[src/rtl/fetch_prefetch.sv]
// fetch_prefetch: sequential instruction prefetcher that acts as the producer
// side of the instruction-queue FIFO. It issues in-order fetch requests,
// writes each response together with its PC straight into the FIFO, holds
// back requests whenever the FIFO could not absorb their responses, and on a
// redirect clears the queue and discards responses to requests made before it.
module fetch_prefetch #(
    parameter int                    ADDR_WIDTH      = 32,
    parameter int                    DATA_WIDTH      = 32,
    parameter int                    FIFO_DEPTH      = 8,
    parameter int                    MAX_OUTSTANDING = 2,
    parameter logic [ADDR_WIDTH-1:0] RESET_PC        = '0
) (
    input  logic                             clk,
    input  logic                             rst,
    input  logic                             redirect_valid,
    input  logic [ADDR_WIDTH-1:0]            redirect_pc,
    output logic                             imem_req_valid,
    output logic [ADDR_WIDTH-1:0]            imem_req_addr,
    input  logic                             imem_req_ready,
    input  logic                             imem_rsp_valid,
    input  logic [DATA_WIDTH-1:0]            imem_rsp_data,
    output logic                             fifo_wr_cs,
    output logic                             fifo_wr_en,
    output logic [ADDR_WIDTH+DATA_WIDTH-1:0] fifo_data_in,
    input  logic                             fifo_full,
    input  logic                             fifo_rd_pop,
    output logic                             fifo_flush,
    output logic                             overflow_err
);

    // Counter widths sized to hold their maximum values; SUM_W holds occ+outstanding.
    localparam int OUT_W = $clog2(MAX_OUTSTANDING + 1);
    localparam int OCC_W = $clog2(FIFO_DEPTH);
    localparam int SUM_W = ((OUT_W > OCC_W) ? OUT_W : OCC_W) + 1;

    localparam logic [OUT_W-1:0]      OUT_MAX    = OUT_W'(MAX_OUTSTANDING);
    localparam logic [OUT_W-1:0]      OUT_ONE    = OUT_W'(1);
    localparam logic [OCC_W-1:0]      OCC_ONE    = OCC_W'(1);
    // The FIFO flags full one entry early, so only FIFO_DEPTH-1 slots are usable.
    localparam logic [SUM_W-1:0]      CREDITS    = SUM_W'(FIFO_DEPTH - 1);
    localparam logic [ADDR_WIDTH-1:0] PC_STEP    = ADDR_WIDTH'(4);
    localparam logic [ADDR_WIDTH-1:0] ALIGN_MASK = ~ADDR_WIDTH'(3);

    typedef enum logic {
        ST_RUN   = 1'b0,
        ST_FLUSH = 1'b1
    } state_t;

    state_t                state;
    state_t                state_next;
    logic                  fetch_en;
    logic [ADDR_WIDTH-1:0] req_pc;
    logic [ADDR_WIDTH-1:0] rsp_pc;
    logic [ADDR_WIDTH-1:0] redirect_base;
    logic [OUT_W-1:0]      outstanding;
    logic [OUT_W-1:0]      outstanding_next;
    logic [OUT_W-1:0]      drop_cnt;
    logic [OUT_W-1:0]      drop_next;
    logic [OCC_W-1:0]      occ;
    logic [OCC_W-1:0]      occ_next;
    logic [SUM_W-1:0]      credits_used;
    logic                  req_fire;
    logic                  rsp_live;
    logic                  rsp_stale;
    logic                  wr_fire;
    logic                  pop_counted;

    // Instructions are word aligned; the low two redirect bits are forced to zero.
    assign redirect_base = redirect_pc & ALIGN_MASK;

    // Every accepted request reserves a FIFO slot until its response is popped.
    assign credits_used = SUM_W'(occ) + SUM_W'(outstanding);

    // Issue only in RUN, never in a redirect cycle, and only with a guaranteed slot.
    assign imem_req_valid = fetch_en
                         && (state == ST_RUN)
                         && !redirect_valid
                         && (outstanding < OUT_MAX)
                         && (credits_used < CREDITS);
    assign imem_req_addr  = req_pc;
    assign req_fire       = imem_req_valid && imem_req_ready;

    // Responses to pre-redirect requests, or arriving with a redirect, are dropped.
    assign rsp_live  = fetch_en && imem_rsp_valid;
    assign rsp_stale = (drop_cnt != '0) || redirect_valid;
    assign wr_fire   = rsp_live && !rsp_stale;

    // The FIFO write is combinational so a response lands in the queue the cycle it arrives.
    assign fifo_wr_en   = wr_fire;
    assign fifo_wr_cs   = wr_fire;
    assign fifo_data_in = wr_fire ? {rsp_pc, imem_rsp_data} : '0;

    // A pop against an empty mirror can only be a stale entry awaiting the flush.
    assign pop_counted = fifo_rd_pop && (occ != '0);

    // Next values for the credit counters, the drop counter and the RUN/FLUSH state.
    always_comb begin
        // NOTE: every signal assigned here gets a default first, so no path can infer a latch.
        outstanding_next = outstanding;
        occ_next         = occ;
        drop_next        = drop_cnt;
        state_next       = state;

        case ({req_fire, rsp_live})
            2'b10:   outstanding_next = outstanding + OUT_ONE;
            2'b01:   outstanding_next = outstanding - OUT_ONE;
            default: outstanding_next = outstanding;
        endcase

        if (redirect_valid) begin
            // Everything still in flight after this edge belongs to the old stream.
            occ_next  = '0;
            drop_next = outstanding_next;
        end else begin
            case ({wr_fire, pop_counted})
                2'b10:   occ_next = occ + OCC_ONE;
                2'b01:   occ_next = occ - OCC_ONE;
                default: occ_next = occ;
            endcase
            if (rsp_live && (drop_cnt != '0)) begin
                drop_next = drop_cnt - OUT_ONE;
            end
        end

        // FLUSH lasts exactly as long as stale responses remain to be discarded.
        state_next = (drop_next != '0) ? ST_FLUSH : ST_RUN;
    end

    // Control registers: FSM state, credit counters, flush pulse and sticky overflow flag.
    always_ff @(posedge clk or negedge rst) begin
        // NOTE: sequential state uses non-blocking assignments so every register samples pre-edge values.
        if (!rst) begin
            state        <= ST_RUN;
            fetch_en     <= 1'b0;
            outstanding  <= '0;
            drop_cnt     <= '0;
            occ          <= '0;
            fifo_flush   <= 1'b0;
            overflow_err <= 1'b0;
        end else begin
            state       <= state_next;
            fetch_en    <= 1'b1;
            outstanding <= outstanding_next;
            drop_cnt    <= drop_next;
            occ         <= occ_next;
            fifo_flush  <= redirect_valid;
            if (wr_fire && fifo_full) begin
                overflow_err <= 1'b1;
            end
        end
    end

    // PC registers: request and response streams advance independently and restart together on a redirect.
    always_ff @(posedge clk or negedge rst) begin
        if (!rst) begin
            req_pc <= RESET_PC;
            rsp_pc <= RESET_PC;
        end else if (redirect_valid) begin
            req_pc <= redirect_base;
            rsp_pc <= redirect_base;
        end else begin
            if (req_fire) begin
                req_pc <= req_pc + PC_STEP;
            end
            if (wr_fire) begin
                rsp_pc <= rsp_pc + PC_STEP;
            end
        end
    end

endmodule
[config.mk]
export PLATFORM = sky130hd
export DESIGN_NAME = fetch_prefetch
export DESIGN_NICKNAME = d
export VERILOG_FILES = /design/src/rtl/fetch_prefetch.sv
export SDC_FILE = /design/constraint.sdc
export NUM_CORES = 1
export LEC_CHECK = 0
export BUFFER_PORTS_ARGS = -buffer_cell sky130_fd_sc_hd__buf_4
export CAP_MARGIN = 5
export CORE_ASPECT_RATIO = 0.6
export CORE_MARGIN = 2
export CORE_UTILIZATION = 25
export DETAILED_ROUTE_END_ITERATION = 16
export HOLD_SLACK_MARGIN = 0.02
export SYNTH_ARGS = -nofsm -noshare
export SYNTH_HDL_FRONTEND = slang
export SYNTH_SLANG_ARGS = --single-unit
[constraint.sdc]
create_clock -name clk -period 5.8 [get_ports clk]
set_input_delay 1.16 -clock clk [delete_from_list [all_inputs] [get_ports clk]]
set_output_delay 1.16 -clock clk [all_outputs]
set_load 0.005 [all_outputs]
==> metrics.yaml <==
outcome: "completed"
die_footprint_mm2: 0.0193
die_y_um: 108
worstPathArrival_ps: 2720
clock_insertion_delay_worst_skew_ps: 340
postSynthAreaPerCell_um2: 8.82
dr_total_vias: 4440
antenna_cells: 0
placeableCoreArea_mm2: 0.0179
cell_occurring_most_often_along_the_worst_timing_path: "sky130_fd_sc_hd__buf_4"
power_density_normalized_to_cell_area_mw_per_mm2: 276
tightestPinTransition_ps: 1090
netlist_instances: 514
achievable-frequency_mhz: 258
die-width_um: 178
hold_path.class: "reg -> reg"
global_route.overflow_total: 0
crit_required_ps: 4640
synthArstFlopShare_pct: 100
post-route-period-util_pct: 66.9
cts_hold_buffers: 0
first_iter_violations: 344
synth_cell_types: 55
crit_path_max_incr_delay_ps: 430
grt_first_pass_wirelength_um: 24300
first_pass_iters: 5
crit_type: "in -> out"
synth-warning-count: 0
final-hold-violation-count: 0
most_frequently_used_cell_type_in_the_post_synthesis_netlist: "sky130_fd_sc_hd__and3_1"
route.detailed.wl_per_inst_um: 17.6
gr-usage-met3_pct: 5.17
crit_chain: "buf_4 -> clkinv_1 -> buf_4 -> and3_1 -> buf_4"
clk_path_buf_depth: 2
met2_usage_pct: 22.6
synth.top_cells.by_count: "sky130_fd_sc_hd__and3_1 (72), sky130_fd_sc_hd__dfrtp_1 (71), sky130_fd_sc_hd__nand2_1 (63)"
io_buffers: 165
cts.root.buffer_cell: "sky130_fd_sc_hd__clkbuf_16"
synthFlopType: "sky130_fd_sc_hd__dfrtp_1"
netlist.area_leader.share_pct: 39.2
synth.ff_latch_count: 71
vias_per_cell: 4.92
grt_usage_pct: 16.7
post_route_skew_ps: 6.73
synthDominantAreaCellType: "sky130_fd_sc_hd__dfrtp_1"
number_of_flops_mapped_to_enable_cells_by_yosys: 0
syn2layout_area_growth_pct: 37.7
postPlaceCellArea_mm2: 0.00592
synth_sequential_area_ratio_pct: 39.2
crit_path_max_fanout: 59
ioPinCount: 172
post_layout_net_count: 737
final-setup-viol-count: 0
clkTransAtPathRegs_ps: 60
htree_levels: 3
drc_errors: 0
final_cell_area_mm2: 0.00625
synthTopCellsByArea: "sky130_fd_sc_hd__dfrtp_1 (39%), sky130_fd_sc_hd__and3_1 (9.9%), sky130_fd_sc_hd__nand2_1 (5.2%)"
cts_tree: "done"
number_of_global_route_vias_before_repair: 4078
detail_route.wirelength_um: 15900
drive_gt1_share_pct: 30.5
grt_start_max_net_pins: 75
gpl.final_weighted_congestion: 0.770
p_leak_uw: 0.00301
grt_util_met1_pct: 25.6
tritoncts.num_buffers: 9
initial_antenna_violation_count: 0
finalMaxSlewViolations: 0
cts_sinks: 71
totalNegativeSetupSlack_ps: 0
gr-max-usage-layer: "met1"
synthesis.area_mm2: 0.00454
worst_setup_ep_type: "output port"
cts_post_setup_buffers_inserted: 0
placement_rows: 38
timing.critical_path.slowest_stage_cell: "sky130_fd_sc_hd__buf_4"
final_critical_path_required_period_ps: 3880
peakVddDrop_uv: 139
ctsResizeCount: 0
worst_setup_path_start_kind: "input port"
initial_utilization_pct: 25.3
drv_cap: 0
dp.final_hpwl_um: 11900
postRouteAntennaNets: 0
rsz0062_at_grt: "no"
max_slew_headroom_pct: 27.6
[cell usage in the layout (no fill, tap or decap), types with 3 or more instances in the layout]
cell / count
sky130_fd_sc_hd__buf_4: 167
sky130_fd_sc_hd__and3_1: 71
sky130_fd_sc_hd__dfrtp_1: 71
sky130_fd_sc_hd__nand2_1: 63
sky130_fd_sc_hd__o21ai_0: 33
sky130_fd_sc_hd__nand4_1: 26
sky130_fd_sc_hd__nand3_1: 25
sky130_fd_sc_hd__xor2_1: 22
sky130_fd_sc_hd__xnor2_1: 16
sky130_fd_sc_hd__inv_1: 15
sky130_fd_sc_hd__nor2_1: 13
sky130_fd_sc_hd__nor3_1: 12
sky130_fd_sc_hd__a21o_1: 11
sky130_fd_sc_hd__o211ai_1: 11
sky130_fd_sc_hd__clkbuf_16: 9
sky130_fd_sc_hd__a21oi_1: 7
sky130_fd_sc_hd__ha_1: 6
sky130_fd_sc_hd__nor4_2: 5
sky130_fd_sc_hd__conb_1: 5
sky130_fd_sc_hd__o311ai_0: 4
sky130_fd_sc_hd__mux2_2: 4
sky130_fd_sc_hd__and2_1: 4
sky130_fd_sc_hd__or3_1: 4
sky130_fd_sc_hd__nand4b_1: 3
sky130_fd_sc_hd__o21ai_1: 3
sky130_fd_sc_hd__o31a_1: 3
sky130_fd_sc_hd__o221ai_1: 3
sky130_fd_sc_hd__a221o_1: 3
sky130_fd_sc_hd__and4_1: 3
sky130_fd_sc_hd__or4_1: 3
[state kept, by name, indices dropped and copies added, names as in the netlist, 2 cells and up]
name and cells:
imem_req_addr 30, outstanding 2, drop_cnt 2, rsp_pc 30
occ 3
[worst max-delay path: cells and delay by family]
kind / cells / cell delay, ps
AND/OR/NAND/NOR: 1 / 240
buffers and inverters: 4 / 1260
[per-layer routing]
metal	routed length (um)	vias to the layer above	part of all wire, %
met5	0	-	0
met1	8100	2115	51
met3	1370	12	8.6
li1	-	2150	-
met2	6310	163	40
met4	127	0	0.80
[cell type report]
class / instances / area, um^2
fill: 1857 / 11700
inverter: 17 / 63.8
clock buffer: 10 / 229
tap: 240 / 300
timing repair buffer: 167 / 1250
clock inverter: 6 / 93.8
multi-input combinational: 392 / 2530
sequential: 71 / 1780
[worst paths after layout]
kind	startpoint	endpoint	slack, ps	cells past startpoint
max	redirect_valid	fifo_data_in[58]	1920	5
min in group asynchronous	rst	fifo_flush	970	1
min reg2reg	overflow_err	overflow_err	460	1
max reg2reg	occ[0]	state	2260	12
min	overflow_err	overflow_err	460	1
max in group asynchronous	rst	fetch_en	4190	1
[kinds of logic after synthesis]
logic type	Yosys count	synth area share [%]
other	2	0.166
multiplexers	6	1.43
XOR/XNOR	38	7.34
buffers and inverters	54	5.35
flip-flops	71	39.2
AO/OA/AOI/OAI	92	13.6
adder cells (fa/ha/maj)	8	2.54
AND/OR/NAND/NOR	243	30.4
[metrics by stage]
step	utilization (%)	hold WS (ps)	std cells	power (uW)	worst slack, ps
after floorplan	-	451	517	920	2470
after global placement	33.0	447	887	1120	1930
after detailed placement	33.0	453	887	1120	1930
after CTS	34.8	468	903	1740	1950
after global routing	34.8	496	903	1830	1790
final	34.8	462	903	1730	1920
[power breakdown]
part	internal [uW]	leakage [uW]	switching [uW]	total (uW)
clock network	380	0.000153	230	610
logic	221	0.00200	222	442
registers	570	0.000858	104	674
Power figures use the tool's default switching activity.
